## src/rtl/puf_verifier.sv

```systemverilog
// rtl/puf_verifier.sv - ring-oscillator PUF challenge sequencer with enroll/verify Hamming check
//
// Ports:
//   clk       system clock, all state on the rising edge
//   rst_n     asynchronous reset, active-high
//   start     begin a run (sampled only in IDLE)
//   mode      0 = enroll, 1 = verify (latched with start)
//   puf_resp  PUF counter response, asynchronous to clk
//   puf_chal  challenge select to the PUF (zero-extended challenge index)
//   puf_en    oscillator enable (measurement window)
//   puf_clr   PUF counter clear, active-high
//   busy      high from start acceptance until done
//   done      single-cycle pulse at run end
//   pass      verify result, valid from done until next accepted start
//   hd_total  accumulated Hamming distance of the last run
//   enrolled  a complete enrollment is stored
module puf_verifier #(
    parameter int NCHAL  = 8,
    parameter int WINDOW = 64,
    parameter int SETTLE = 2,
    parameter int RW     = 8,
    parameter int HD_MAX = 6,
    localparam int HW    = $clog2(NCHAL * RW + 1)
) (
    input  logic          clk,
    input  logic          rst_n,
    input  logic          start,
    input  logic          mode,
    input  logic [RW-1:0] puf_resp,
    output logic [4:0]    puf_chal,
    output logic          puf_en,
    output logic          puf_clr,
    output logic          busy,
    output logic          done,
    output logic          pass,
    output logic [HW-1:0] hd_total,
    output logic          enrolled
);

    localparam int IW = (NCHAL > 1) ? $clog2(NCHAL) : 1;
    localparam int CMAX = (WINDOW > SETTLE) ? WINDOW : SETTLE;
    localparam int CW = $clog2(CMAX + 1);

    typedef enum logic [2:0] {
        ST_IDLE,
        ST_CLEAR,
        ST_RUN,
        ST_SETTLE,
        ST_CAPTURE,
        ST_FINISH
    } state_t;

    state_t        state;
    logic [IW-1:0] idx;
    logic [CW-1:0] cnt;
    logic          mode_r;
    logic [RW-1:0] sync1;
    logic [RW-1:0] sync2;
    logic [RW-1:0] mem [NCHAL];
    logic [HW-1:0] hd_next;

    function automatic logic [HW-1:0] popcount(input logic [RW-1:0] v);
        logic [HW-1:0] n;
        n = '0;
        for (int b = 0; b < RW; b++) begin
            n = n + HW'(v[b]);
        end
        return n;
    endfunction

    assign puf_chal = 5'(idx);
    assign hd_next  = hd_total + popcount(sync2 ^ mem[idx]);

    // Reference store is deliberately not reset; enrolled says whether it is valid.
    always_ff @(posedge clk) begin
        if (state == ST_CAPTURE && !mode_r) begin
            mem[idx] <= sync2;
        end
    end

    always_ff @(posedge clk or posedge rst_n) begin
        if (rst_n) begin
            state    <= ST_IDLE;
            idx      <= '0;
            cnt      <= '0;
            mode_r   <= 1'b0;
            sync1    <= '0;
            sync2    <= '0;
            puf_en   <= 1'b0;
            puf_clr  <= 1'b1;
            busy     <= 1'b0;
            done     <= 1'b0;
            pass     <= 1'b0;
            hd_total <= '0;
            enrolled <= 1'b0;
        end else begin
            sync1 <= puf_resp;
            sync2 <= sync1;
            done  <= 1'b0;
            case (state)
                ST_IDLE: begin
                    puf_clr <= 1'b0;
                    if (start) begin
                        mode_r   <= mode;
                        idx      <= '0;
                        hd_total <= '0;
                        pass     <= 1'b0;
                        busy     <= 1'b1;
                        // A new enrollment invalidates the old one up front so an
                        // aborted run never leaves partial data marked valid.
                        if (!mode) begin
                            enrolled <= 1'b0;
                        end
                        if (!mode || enrolled) begin
                            puf_clr <= 1'b1;
                            state   <= ST_CLEAR;
                        end else begin
                            hd_total <= '1;
                            done     <= 1'b1;
                            state    <= ST_FINISH;
                        end
                    end
                end
                ST_CLEAR: begin
                    puf_clr <= 1'b0;
                    puf_en  <= 1'b1;
                    cnt     <= CW'(WINDOW - 1);
                    state   <= ST_RUN;
                end
                ST_RUN: begin
                    if (cnt == '0) begin
                        puf_en <= 1'b0;
                        cnt    <= CW'(SETTLE - 1);
                        state  <= ST_SETTLE;
                    end else begin
                        cnt <= cnt - 1'b1;
                    end
                end
                ST_SETTLE: begin
                    // Counter is frozen; this gap also flushes the synchronizer.
                    if (cnt == '0) begin
                        state <= ST_CAPTURE;
                    end else begin
                        cnt <= cnt - 1'b1;
                    end
                end
                ST_CAPTURE: begin
                    if (mode_r) begin
                        hd_total <= hd_next;
                    end
                    if (idx == IW'(NCHAL - 1)) begin
                        // Result registers change on the same edge that raises done.
                        done  <= 1'b1;
                        state <= ST_FINISH;
                        if (mode_r) begin
                            pass <= (int'(hd_next) <= HD_MAX);
                        end else begin
                            enrolled <= 1'b1;
                            pass     <= 1'b0;
                        end
                    end else begin
                        idx     <= idx + 1'b1;
                        puf_clr <= 1'b1;
                        state   <= ST_CLEAR;
                    end
                end
                ST_FINISH: begin
                    busy  <= 1'b0;
                    idx   <= '0;
                    state <= ST_IDLE;
                end
                default: begin
                    state <= ST_IDLE;
                end
            endcase
        end
    end

endmodule

```

## config.mk

```make
export PLATFORM = sky130hd
export DESIGN_NAME = puf_verifier
export DESIGN_NICKNAME = d
export VERILOG_FILES = /design/src/rtl/puf_verifier.sv
export SDC_FILE = /design/constraint.sdc
export NUM_CORES = 1
export LEC_CHECK = 0
export ABC_AREA = 0
export BUFFER_PORTS_ARGS = -buffer_cell sky130_fd_sc_hd__buf_4
export CORE_ASPECT_RATIO = 0.5
export CORE_UTILIZATION = 45
export CTS_BUF_LIST = sky130_fd_sc_hd__clkbuf_2 sky130_fd_sc_hd__clkbuf_4 sky130_fd_sc_hd__clkbuf_8
export CTS_CLUSTER_SIZE = 25
export DETAILED_ROUTE_END_ITERATION = 16
export HOLD_SLACK_MARGIN = 0.02
export PLACE_DENSITY = 0.62
export SLEW_MARGIN = 20
export SYNTH_ARGS = -nofsm -noshare
export SYNTH_HDL_FRONTEND = slang
export SYNTH_SLANG_ARGS = --single-unit
```

## constraint.sdc

```tcl
create_clock -name clk -period 10.1 [get_ports clk]
set_input_delay 2.02 -clock clk [delete_from_list [all_inputs] [get_ports clk]]
set_output_delay 2.02 -clock clk [all_outputs]
set_load 0.03 [all_outputs]
```

Yosys cells after proc, flatten, opt, wreduce, memory -nomap -nowiden
Memory sizes are Yosys's and may differ from the RTL's.
Cells that the tools add are included.
{ "totals": {"input_bits": 12, "mem_bits_ro": 0, "output_inout_bits": 18, "latchBits": 0, "elab_cells": 102, "ff_bits": 43, "mem_count": 1, "mem_bits_rw": 64} }
{ "classes": {"addsub": 10, "bitwise": 1, "mul": 0, "n_reduce_logical": 22, "eq_ne": 15, "mux": 39, "n_shift": 0, "div": 0, "order_cmp": 1} }
{ "mem_list": {"columns": ["name", "words", "width", "read_ports", "rd_ports_with_merged_regs", "write_ports", "line_no", "text"], "rows": [
  ["mem", 8, 8, 1, 0, 1, "59", "logic [RW-1:0] mem [NCHAL];"]
]} }
{ "op_table": {"columns": ["operator", "n"], "rows": [
  ["$mux W7", 5],
  ["$mux W3", 7],
  ["$pmux W7 S3", 1],
  ["$mux W1", 17],
  ["$ne A2 B2 Y1 const B", 8],
  ["$pmux W3 S5", 1],
  ["$pmux W7 S2", 1],
  ["$reduce_and A3 Y1", 4],
  ["$pmux W1 S2", 5],
  ["$reduce_and A2 Y1", 5],
  ["$eq A3 B3 Y1 const B", 3],
  ["$pmux W3 S3", 1],
  ["$reduce_bool A3 Y1", 3],
  ["$xor A8 B8 Y8", 1],
  ["$add A6 B1 Y7", 1],
  ["$add A7 B1 Y7", 1],
  ["$add A7 B7 Y7", 1],
  ["$le A7 B3 Y1 const B", 1],
  ["$logic_not A7 Y1", 1],
  ["$sub A7 B1 Y7 const B", 1],
  ["$add A5 B1 Y6", 1],
  ["$eq A3 B2 Y1 const B", 2],
  ["$reduce_bool A2 Y1", 3],
  ["$add A4 B1 Y5", 1],
  ["other kinds (12)", 13]
]} }

Logic depth before layout (Yosys ltp)
Gate-level depths: netlist of run 1.
An unclocked memory read counts as a cell.
{ "logic_depth": {"depth_word": 14, "ltp_mapped": 19, "ltp_nobuf": 18} }

Least setup slack after synthesis of run 1
Ideal clock, no wire load.
{ "synth_timing": {"path_type": "register -> register", "startpoint": "reg idx[0]", "endpoint": "reg pass", "path_slack_ns": 5.389, "setup_ns": 0.121, "arrival_ns": 4.590, "path_buffers": 1, "required_ns": 9.979, "period_less_slack_ns": 4.711, "path_stages_with_launch": 18, "path_cell_list": "dfrtp_1 buf_4 mux2_2 a221oi_2 xnor2_1 fa_1 fa_1 inv_1 fa_1 inv_1 fa_1 inv_1 fa_1 nor2b_1 o21ai_1 a21oi_1 o211a_1 a22o_1"} }
{ "synth_between": {"elab_chain_len": 14, "word_cells_on_any_way": 17, "classes_between": "8 x add/sub; 1 x order compare; 2 x eq/ne; 3 x mux; 1 x bitwise; 1 x reduce/logical; 1 x memory"} }
{ "synth_lines": {"columns": ["item", "line_no", "text"], "rows": [
  ["start: declaration", "54", "logic [IW-1:0] idx;"],
  ["start signal: assignment", "162", "idx <= idx + 1'b1;"],
  ["$mem_v2 Z8 W8", null, null],
  ["$xor A8 B8 Y8", "72", "assign hd_next = hd_total + popcount(sync2 ^ mem[idx]);"],
  ["$add A1 B1 Y2", "66", "n = n + HW'(v[b]);"],
  ["$add A2 B1 Y3", "66", null],
  ["$add A3 B1 Y4", "66", null],
  ["$add A4 B1 Y5", "66", null],
  ["$add A5 B1 Y6", "66", null],
  ["$add A6 B1 Y7", "66", null],
  ["$add A7 B1 Y7", "66", null],
  ["$add A7 B7 Y7", "72", null],
  ["$le A7 B3 Y1", "156", "pass <= (int'(hd_next) <= HD_MAX);"],
  ["$mux W1", "155", "if (mode_r) begin"],
  ["$mux W1", "151", "if (idx == IW'(NCHAL - 1)) begin"],
  ["$pmux W1 S2", "100", "case (state)"],
  ["end signal: assignment", "156", null],
  ["end: declaration", "35", "output logic pass,"]
]} }
Several ways; a longest one is shown, not always the timed one. The select of a mux whose other input is x is not followed.
A chain may end at the register's enable or synchronous reset.

Worst setup path in the final report of run 1
Ends and elaborated chain as after synthesis.

==> results of run 1 <==
flip-flops by register name (all words and copies together) (netlist names), 3 cells and up:
| register | flops |
|---|---|
| hd_total | 7 |
| state | 3 |
| sync2 | 8 |
| sync1 | 8 |
| idx | 3 |
| cnt | 7 |
| mem | 64 |
cell usage after synthesis, types with 3 or more instances:
master	instances	share of area [%]
edfxtp_1	64	40
dfrtp_1	42	22
a21oi_1	33	3.4
nor2_1	22	1.7
inv_1	17	1.3
o21ai_1	13	1.4
nand2_1	11	0.86
o21ai_0	11	1.1
ha_1	10	2.6
xnor2_1	9	1.6
buf_2	7	0.73
mux2_2	6	1.4
mux2i_1	6	1.3
fa_1	5	2.1
nand3_1	5	0.52
a22oi_1	4	0.63
and2_1	4	0.52
buf_4	4	0.63
mux4_1	4	2.2
mux4_2	4	1.9
nand2b_1	4	0.52
xor2_1	4	0.73
a221oi_2	3	0.94
a22o_1	3	0.55
inv_2	3	0.23
nor2b_1	3	0.39
nor3_2	3	0.63
o211a_1	3	0.63
worst reg2reg max path: stages, from the launching register on:
cell and delay [ns]:
dfrtp_1 0.98, mux4_1 0.67, mux2i_1 0.19, xnor2_1 0.16, fa_1 0.47, fa_1 0.55, inv_1 0.05, fa_1 0.54
inv_1 0.06, fa_1 0.44, inv_1 0.09, fa_1 0.20, nor2b_1 0.07, o31ai_1 0.32, xnor2_1 0.15, nor4_1 0.22
a22o_1 0.16
report_power, final:
part           switching, uW  internal [uW]  total (uW)  leakage (uW)
clock                    151           94.4         245     0.0000848
sequential              62.7            508         571       0.00109
combinational            236            162         398      0.000832
per-stage QoR:
step / utilization, % / worst slack (ns) / total power [uW] / cells / cell area (sq um)
after global placement: 49.8 / 4.92 / 956 / 507 / 5120
after global routing: 51.5 / 4.42 / 1290 / 523 / 5290
after detailed placement: 49.8 / 4.79 / 978 / 507 / 5120
after CTS: 51.5 / 4.76 / 1220 / 523 / 5290
final: 51.5 / 4.74 / 1210 / 523 / 5290
after floorplan: - / 5.39 / 867 / 350 / 4800
path summary, 6_finish.rpt:
| kind | start | end |
|---|---|---|
| max in group asynchronous | rst_n | puf_clr$_DFFE_PP1P_ |
| worst min-delay path | sync1[3]$_DFF_PP0_ | sync2[3]$_DFF_PP0_ |
| min in group asynchronous | rst_n | sync1[5]$_DFF_PP0_ |
| worst max-delay path | idx[0]$_DFFE_PP0P_ | pass$_DFFE_PP0P_ |
| worst min register to register | sync1[3]$_DFF_PP0_ | sync2[3]$_DFF_PP0_ |
| worst max register to register | idx[0]$_DFFE_PP0P_ | pass$_DFFE_PP0P_ |
cell type report:
type	instances	area, sq um
multi-input combinational	210	1640
tap	140	175
clock buffer	10	131
clock inverter	6	45.0
inverter	20	75.1
timing repair buffer	30	225
fill	901	4990
sequential	107	3000
metal layers:
layer,vias to the layer above,share of wire (%)
met3,7,4.0
met5,-,0
met4,0,0.98
met2,59,47
li1,1350,-
met1,1484,48
logic make-up (layout without fill, tap and decap cells):
group,after synthesis,in the layout,share of synthesized area [%]
compound gates,89,89,11.9
xor+xnor,13,13,2.37
fa+ha+maj,15,15,4.69
buf+inv,33,66,3.39
flops,107,107,62.5
mux,21,21,6.96
other cells,1,2,0.0781
simple gates,70,70,8.16
==> impl_metrics.tcl, run 1 <==
set metrics [dict create \
    status "finished, final reports clean" \
    use_met1_pct 24.8 \
    antenna_left 0 \
    cts-root-buf "clkbuf_8" \
    final_common_cell "edfxtp_1" \
    cpPeakStageDelay_ns 0.98 \
    ys_seq_area_share_pct 62.5 \
    track_usage_pct 18.4 \
    pin_count 30 \
    antennaDiodeCount 0 \
    routabilityCongestion 0.879 \
    via_per_inst 5.54 \
    syn2layout_area_growth_pct 10.3 \
    most-common-layout-cells "edfxtp_1 (64), dfrtp_1 (42), a21oi_1 (33)" \
    hold_depth 0 \
    htreeDepth 3 \
    cts_tree "yes" \
    met2_usage_pct 30.2 \
    drtIter0Drc 182 \
    yosys_warnings 0 \
    synthCells 349 \
    drv_slew 0 \
    fin_setup_tns_ns 0 \
    cp.required_ns 10.42 \
    tightest_slew_ns 1.04 \
    synth_edf_count 64 \
    cp_slowest_cell "dfrtp_1" \
    layout.nets 405 \
    insertion_delay_ns 0.38 \
    clockBufferDepth 2 \
    yosys_register_bits 107 \
    start_util_pct 46.7 \
    setup_viol 0 \
    use_met3_pct 4.42 \
    portBuffers 27 \
    hold_path.class "register to register" \
    syn_area_per_cell_sq_um 13.8 \
    core_sq_um 10300 \
    fp.dieH_microns 75.0 \
    rsz0062_at_grt "false" \
    drcViolationCount 0 \
    cts_buffers 9 \
    endpoint_kind "register" \
    worstPathArrival_ns 5.68 \
    grt_pass1_wl_microns 14800 \
    grt-busiest-layer "met2" \
    grt_max_degree 34 \
    fin_skew_ns 0.0162 \
    max_freq_mhz 187 \
    num_vias 2900 \
    reg2reg_setup_slack_ns 4.74 \
    path_clk_slew_ns 0.11 \
    grt_pass1_vias 2834 \
    post-cts-setup-buffer-count 0 \
    worst-path-stages 16 \
    syn_area_sq_um 4800 \
    slew_headroom_pct 30.2 \
    hold_viol_final 0 \
    wire_per_inst_microns 18.2 \
    row_count 26 \
    synth.distinct_cells 57 \
    cts.sinks 107 \
    powerDensity_nw_per_um2 229 \
    cap_violations 0 \
    overflow 0 \
    cp_max_fo 25 \
    finalCritPeriodShare_pct 53.1 \
    reg2reg_depth 16 \
    path_buf_inv 3 \
    drt_first_pass_iters 4 \
    dp_hpwl_microns 6420 \
    cpMostUsedCell "fa_1" \
    cp_top_family "adder cells" \
    postSynth.asyncResetShare_pct 40.2 \
    antenna_found_initial 0 \
    dieWidth_microns 148 \
    start_kind "register" \
    wl_microns 9520 \
    min_period_ns 5.36 \
    final_layout_size_suffix_gt1_share_pct 19.1 \
    leakage_uw 0.00201 \
    yosys_most_used_dff "edfxtp_1" \
    path_cells "mux4_1, mux2i_1, xnor2_1, fa_1, fa_1, inv_1, fa_1, inv_1, fa_1, inv_1, fa_1, nor2b_1, o31ai_1, xnor2_1, nor4_1, a22o_1" \
    ctsResizeCount 0 \
    peakVddDrop_mv 0.128 \
    die-area_sq_um 11100 \
    holdWs_ns 0.354 \
    critical_path_class "register to register" \
    postCtsHoldBufs 0 \
]
Note: power is estimated with default switching activity, not from simulation.
==> run 2, diff against run 1 <==
- clock period: 10.1 -> 5.1 ns (I/O delays scaled with it)
==> run 2 against run 1 <==
First-iteration DRC count is 2.2% higher; register-to-register slack worse by 4.4 ns; clock-buffer cell count is 1 lower; die area stayed put; largest cell class unchanged.
==> impl_metrics.tcl, run 2 (synthesis results as in run 1) <==
set metrics [dict create \
    startpoint "idx[2]$_DFFE_PP0P_" \
    tightest_slew_ns 0.975 \
    grt_pass1_vias 2798 \
    maxUsedRoutingLayer "met4" \
    slew_headroom_pct 34.7 \
    die-area_sq_um 11100 \
    most-common-layout-cells "edfxtp_1 (64), dfrtp_1 (41), a21oi_1 (33)" \
    final_common_cell "edfxtp_1" \
    htreeDepth 3 \
    hold_path.class "register to register" \
    dr_wl_met3_microns 493 \
    reg2reg_setup_slack_ns 0.36 \
    final_layout_size_suffix_gt1_share_pct 20.0 \
    worstPathArrival_ns 5.01 \
    critical_path_class "register to register" \
    wl_microns 9460 \
    reg2reg_depth 18 \
    fillers 885 \
    layout.nets 407 \
    antenna_left 0 \
    routabilityCongestion 0.893 \
    drv_slew 0 \
    place_area_sq_um 5130 \
    pin_count 30 \
    drt_first_pass_iters 5 \
    multiInputGateArea_sq_um 1640 \
    peakVddDrop_mv 0.206 \
    top_register "mem" \
    drcViolationCount 0 \
    antennaDiodeCount 0 \
    grt_pass1_wl_microns 15100 \
    largestRegisters "mem x64, sync1 x8, sync2 x8" \
    via_per_inst 5.47 \
    endpoint_kind "register" \
    start_kind "register" \
    cp_max_fo 8 \
    core_sq_um 10300 \
    status "finished, final reports clean" \
    fp.dieH_microns 75.0 \
    dp_hpwl_microns 6410 \
    fin_setup_tns_ns 0 \
    hold_viol_final 0 \
    finalCritPeriodShare_pct 93.0 \
    largest_register_ffs 64 \
    r2r-start "idx[2]$_DFFE_PP0P_" \
    cts_tree "yes" \
    setup_viol 0 \
    portBuffers 27 \
    post-route-cell-area_sq_um 5310 \
    dieWidth_microns 148 \
    leakage_uw 0.00202 \
    cp.required_ns 5.37 \
    rsz0062_at_grt "false" \
    r2r_end "pass$_DFFE_PP0P_" \
    track_usage_pct 18.9 \
    row_count 26 \
    antenna_found_initial 0 \
    path_clk_slew_ns 0.11 \
    drtIter0Drc 186 \
    grt_max_degree 25 \
    regArea_sq_um 3000 \
    insertion_delay_ns 0.38 \
    met1_length_microns 4220 \
    cts_buffers 9 \
    min_period_ns 4.74 \
    cap_violations 0 \
    postLayoutCoreUtil_pct 51.7 \
    max_freq_mhz 211 \
    start_util_pct 46.7 \
    met2_wirelength_microns 4670 \
    cts-root-buf "clkbuf_8" \
    powerDensity_nw_per_um2 451 \
    crit_end "pass$_DFFE_PP0P_" \
    totalPowerFinal_uw 2390 \
    num_vias 2874 \
    clockBufferDepth 2 \
    cts.sinks 107 \
    overflow 0 \
    fin_skew_ns 0.0118 \
    post-cts-setup-buffer-count 0 \
    wire_per_inst_microns 18.0 \
    syn2layout_area_growth_pct 10.7 \
]
[run 2: how the worst min path moves through the flow]
stage / slack (ns) / depth (start not counted) / end / from
final: 0.36 / 0 / sync2[0]$_DFF_PP0_ / sync1[0]$_DFF_PP0_
after global routing: 0.36 / 0 / sync2[2]$_DFF_PP0_ / sync1[2]$_DFF_PP0_
after floorplan: 0.33 / 0 / sync2[0]$_DFF_PP0_ / sync1[0]$_DFF_PP0_
after CTS: 0.36 / 0 / sync2[6]$_DFF_PP0_ / sync1[6]$_DFF_PP0_
after global placement: 0.33 / 0 / sync2[6]$_DFF_PP0_ / sync1[6]$_DFF_PP0_
after detailed placement: 0.33 / 0 / sync2[6]$_DFF_PP0_ / sync1[6]$_DFF_PP0_
[run 2: metrics by stage]
| step | cells | hold slack [ns] | setup WS, ns |
|---|---|---|---|
| global placement | 509 | 0.332 | 0.391 |
| detailed placement | 509 | 0.335 | 0.247 |
| floorplan | 350 | 0.331 | 0.389 |
| global route | 525 | 0.363 | 0.0309 |
| CTS | 525 | 0.358 | 0.177 |
| finish | 525 | 0.357 | 0.356 |
[run 2: critical path, stage by stage, from the launching register on]
cell and delay (ns):
dfrtp_2 0.49, mux2_1 0.33, nand2_1 0.07, a21oi_1 0.08
a221oi_2 0.20, xnor2_1 0.20, fa_1 0.49, fa_1 0.55
inv_1 0.06, fa_1 0.54, inv_1 0.06, fa_1 0.45
inv_1 0.10, fa_1 0.21, nor2b_1 0.07, o21ai_1 0.23
a21oi_1 0.11, o211a_1 0.23, a22o_1 0.17
[run 2: final cells by class]
cell class                 instances  area share, %
multi-input combinational        210           30.9
clock buffer                       9           2.33
tap                              140           3.30
inverter                          20           1.41
clock inverter                     7          0.966
timing repair buffer              32           4.59
sequential                       107           56.5
[run 2: per-layer routing]
metal  track usage, %  vias to the layer above
met4             6.07                        0
met2             31.3                       76
li1                 -                     1361
met1             24.8                     1429
met5                0                        -
met3             5.27                        8
[run 2: where the power goes]
group | internal (uW) | total (uW) | switching, uW
Combinational | 321 | 785 | 463
Sequential | 1010 | 1130 | 125
Clock | 181 | 476 | 295
[run 2: what timing repair did]
item,4_1_cts,5_1_grt
hold buffers,0,0
resized for setup,0,2
setup endpoints to repair,0,1
==> run 3, diff against run 2 <==
- CTS_BUF_LIST: sky130_fd_sc_hd__clkbuf_2 sky130_fd_sc_hd__clkbuf_4 sky130_fd_sc_hd__clkbuf_8 -> default
==> run 3 against run 2 <==
Die area did not move; clock skew fell by 0.0040 ns; critical path depth did not move; final cell count did not move; routed wire length barely moved; design area rose by 1.9%; power rose by 7.2%; sequential share of layout area fell by 1.1 points; first-iteration DRC count fell by 4.8%.
==> impl_metrics.tcl, run 3 (synthesis results as in run 1) <==
set metrics [dict create \
    wire_per_inst_microns 18.0 \
    drcViolationCount 0 \
    finalCritPeriodShare_pct 94.5 \
    dieWidth_microns 148 \
    hold_path.class "register to register" \
    setup_ws_ns 0.282 \
    dp_hpwl_microns 6410 \
    cts.sinks 107 \
    status "finished, final reports clean" \
    place_area_sq_um 5130 \
    fin_setup_tns_ns 0 \
    startpoint "idx[2]$_DFFE_PP0P_" \
    leakage_uw 0.00207 \
    peakVddDrop_mv 0.230 \
    cap_violations 0 \
    clkPwrFrac_pct 25.3 \
    place_inst 509 \
    num_vias 2871 \
    drv_slew 0 \
    cp_max_fo 8 \
    setup_viol 0 \
    final_common_cell "edfxtp_1" \
    hold_viol_final 0 \
    seq_power_share_pct 44.2 \
    r2r-start "idx[2]$_DFFE_PP0P_" \
    post-route-cell-area_sq_um 5410 \
    clockBufferDepth 2 \
    grt_max_degree 25 \
    final_layout_size_suffix_gt1_share_pct 19.7 \
    place_ws_ns 0.247 \
    endpoint_kind "register" \
    pin_count 30 \
    cts_tree "yes" \
    core_sq_um 10300 \
    rsz0062_at_grt "false" \
    max_freq_mhz 208 \
    cts-root-buf "clkbuf_16" \
    cp.required_ns 5.33 \
    start_kind "register" \
    totalPowerFinal_uw 2570 \
    fp.dieH_microns 75.0 \
    portBuffers 27 \
    wl_microns 9460 \
    instances_no_fill 525 \
    worstPathArrival_ns 5.05 \
    tightest_slew_ns 0.948 \
    antenna_left 0 \
    p_sw_share_pct 35.1 \
    path_clk_slew_ns 0.07 \
    powerDensity_nw_per_um2 474 \
    start_util_pct 46.7 \
    antennaDiodeCount 0 \
    fin_skew_ns 0.00779 \
    die-area_sq_um 11100 \
    row_count 26 \
    via_per_inst 5.47 \
    insertion_delay_ns 0.35 \
    syn2layout_area_growth_pct 12.7 \
    slew_headroom_pct 36.5 \
    drtIter0Drc 177 \
    critical_path_class "register to register" \
    top_register "mem" \
    min_period_ns 4.82 \
    most-common-layout-cells "edfxtp_1 (64), dfrtp_1 (42), a21oi_1 (33)" \
    drt_first_pass_iters 5 \
    htreeDepth 3 \
    pwr-share-comb_pct 30.6 \
    p_switching_uw 902 \
    min-delay-start "sync1[6]$_DFF_PP0_" \
    layout.nets 407 \
    grt_pass1_vias 2831 \
    largestRegisters "mem x64, sync1 x8, sync2 x8" \
    largest_register_ffs 64 \
    overflow 0 \
    routabilityCongestion 0.893 \
    power.internal_uw 1660 \
    antenna_found_initial 0 \
    track_usage_pct 19.0 \
    grt_pass1_wl_microns 15200 \
    cts_buffers 9 \
]
run 3: cell counts in the layout (fill, tap and decap cells not counted):
No cell type changed its count.
run 3: worst paths after layout:
kind	endpoint	slack (ns)	cells after the start
max	pass$_DFFE_PP0P_	0.28	18
max in group asynchronous	hd_total[3]$_DFFE_PP0P_	3.68	3
max reg2reg	pass$_DFFE_PP0P_	0.28	18
min in group asynchronous	busy$_DFFE_PP0P_	0.70	2
min reg2reg	sync2[6]$_DFF_PP0_	0.35	0
min	sync2[6]$_DFF_PP0_	0.35	0
run 3: metal layers:
| layer | up-vias | global-route usage, % | share of wire, % |
|---|---|---|---|
| li1 | 1366 | - | - |
| met2 | 72 | 31.9 | 49 |
| met5 | - | 0 | 0 |
| met1 | 1425 | 24.2 | 44 |
| met4 | 0 | 6.41 | 1.2 |
| met3 | 8 | 5.64 | 5.2 |
run 3: critical path, stage by stage (launching register included):
cell and delay [ns]:
dfrtp_1 0.53, mux2_1 0.36, nand2_1 0.07, a21oi_1 0.09, a221oi_2 0.20, xnor2_1 0.20
fa_1 0.49, fa_1 0.55, inv_1 0.06, fa_1 0.54, inv_1 0.06, fa_1 0.45
inv_1 0.09, fa_1 0.21, nor2b_1 0.07, o21ai_1 0.23, a21oi_1 0.11, o211a_1 0.23
a22o_1 0.17
run 3: cell type report:
type / count / area (sq um)
Clock inverter: 7 / 51.3
Tap cell: 140 / 175
Inverter: 20 / 75.1
Multi-Input combinational cell: 210 / 1640
Sequential cell: 107 / 3000
Timing Repair Buffer: 32 / 244
Fill cell: 875 / 4870
Clock buffer: 9 / 225
run 3: per-stage QoR:
stage               hold WS, ns  utilization [%]
global route              0.356             52.6
global placement          0.332             49.9
finish                    0.350             52.6
CTS                       0.351             52.6
floorplan                 0.331                -
detailed placement        0.335             49.9
run 3: power groups by stage:
stage | Clock (uW) | Combinational [uW] | Sequential [uW]
2_1_floorplan | 0 | 542 | 1170
3_3_place_gp | 0 | 757 | 1140
3_5_place_dp | 0 | 781 | 1150
4_1_cts | 662 | 788 | 1130
5_1_grt | 698 | 873 | 1150
6_report | 648 | 784 | 1130
run 3: repair_timing:
action,in CTS,in global routing
setup endpoints to repair,0,1
resized for setup,0,1
hold buffers,0,0
setup buffers,0,0
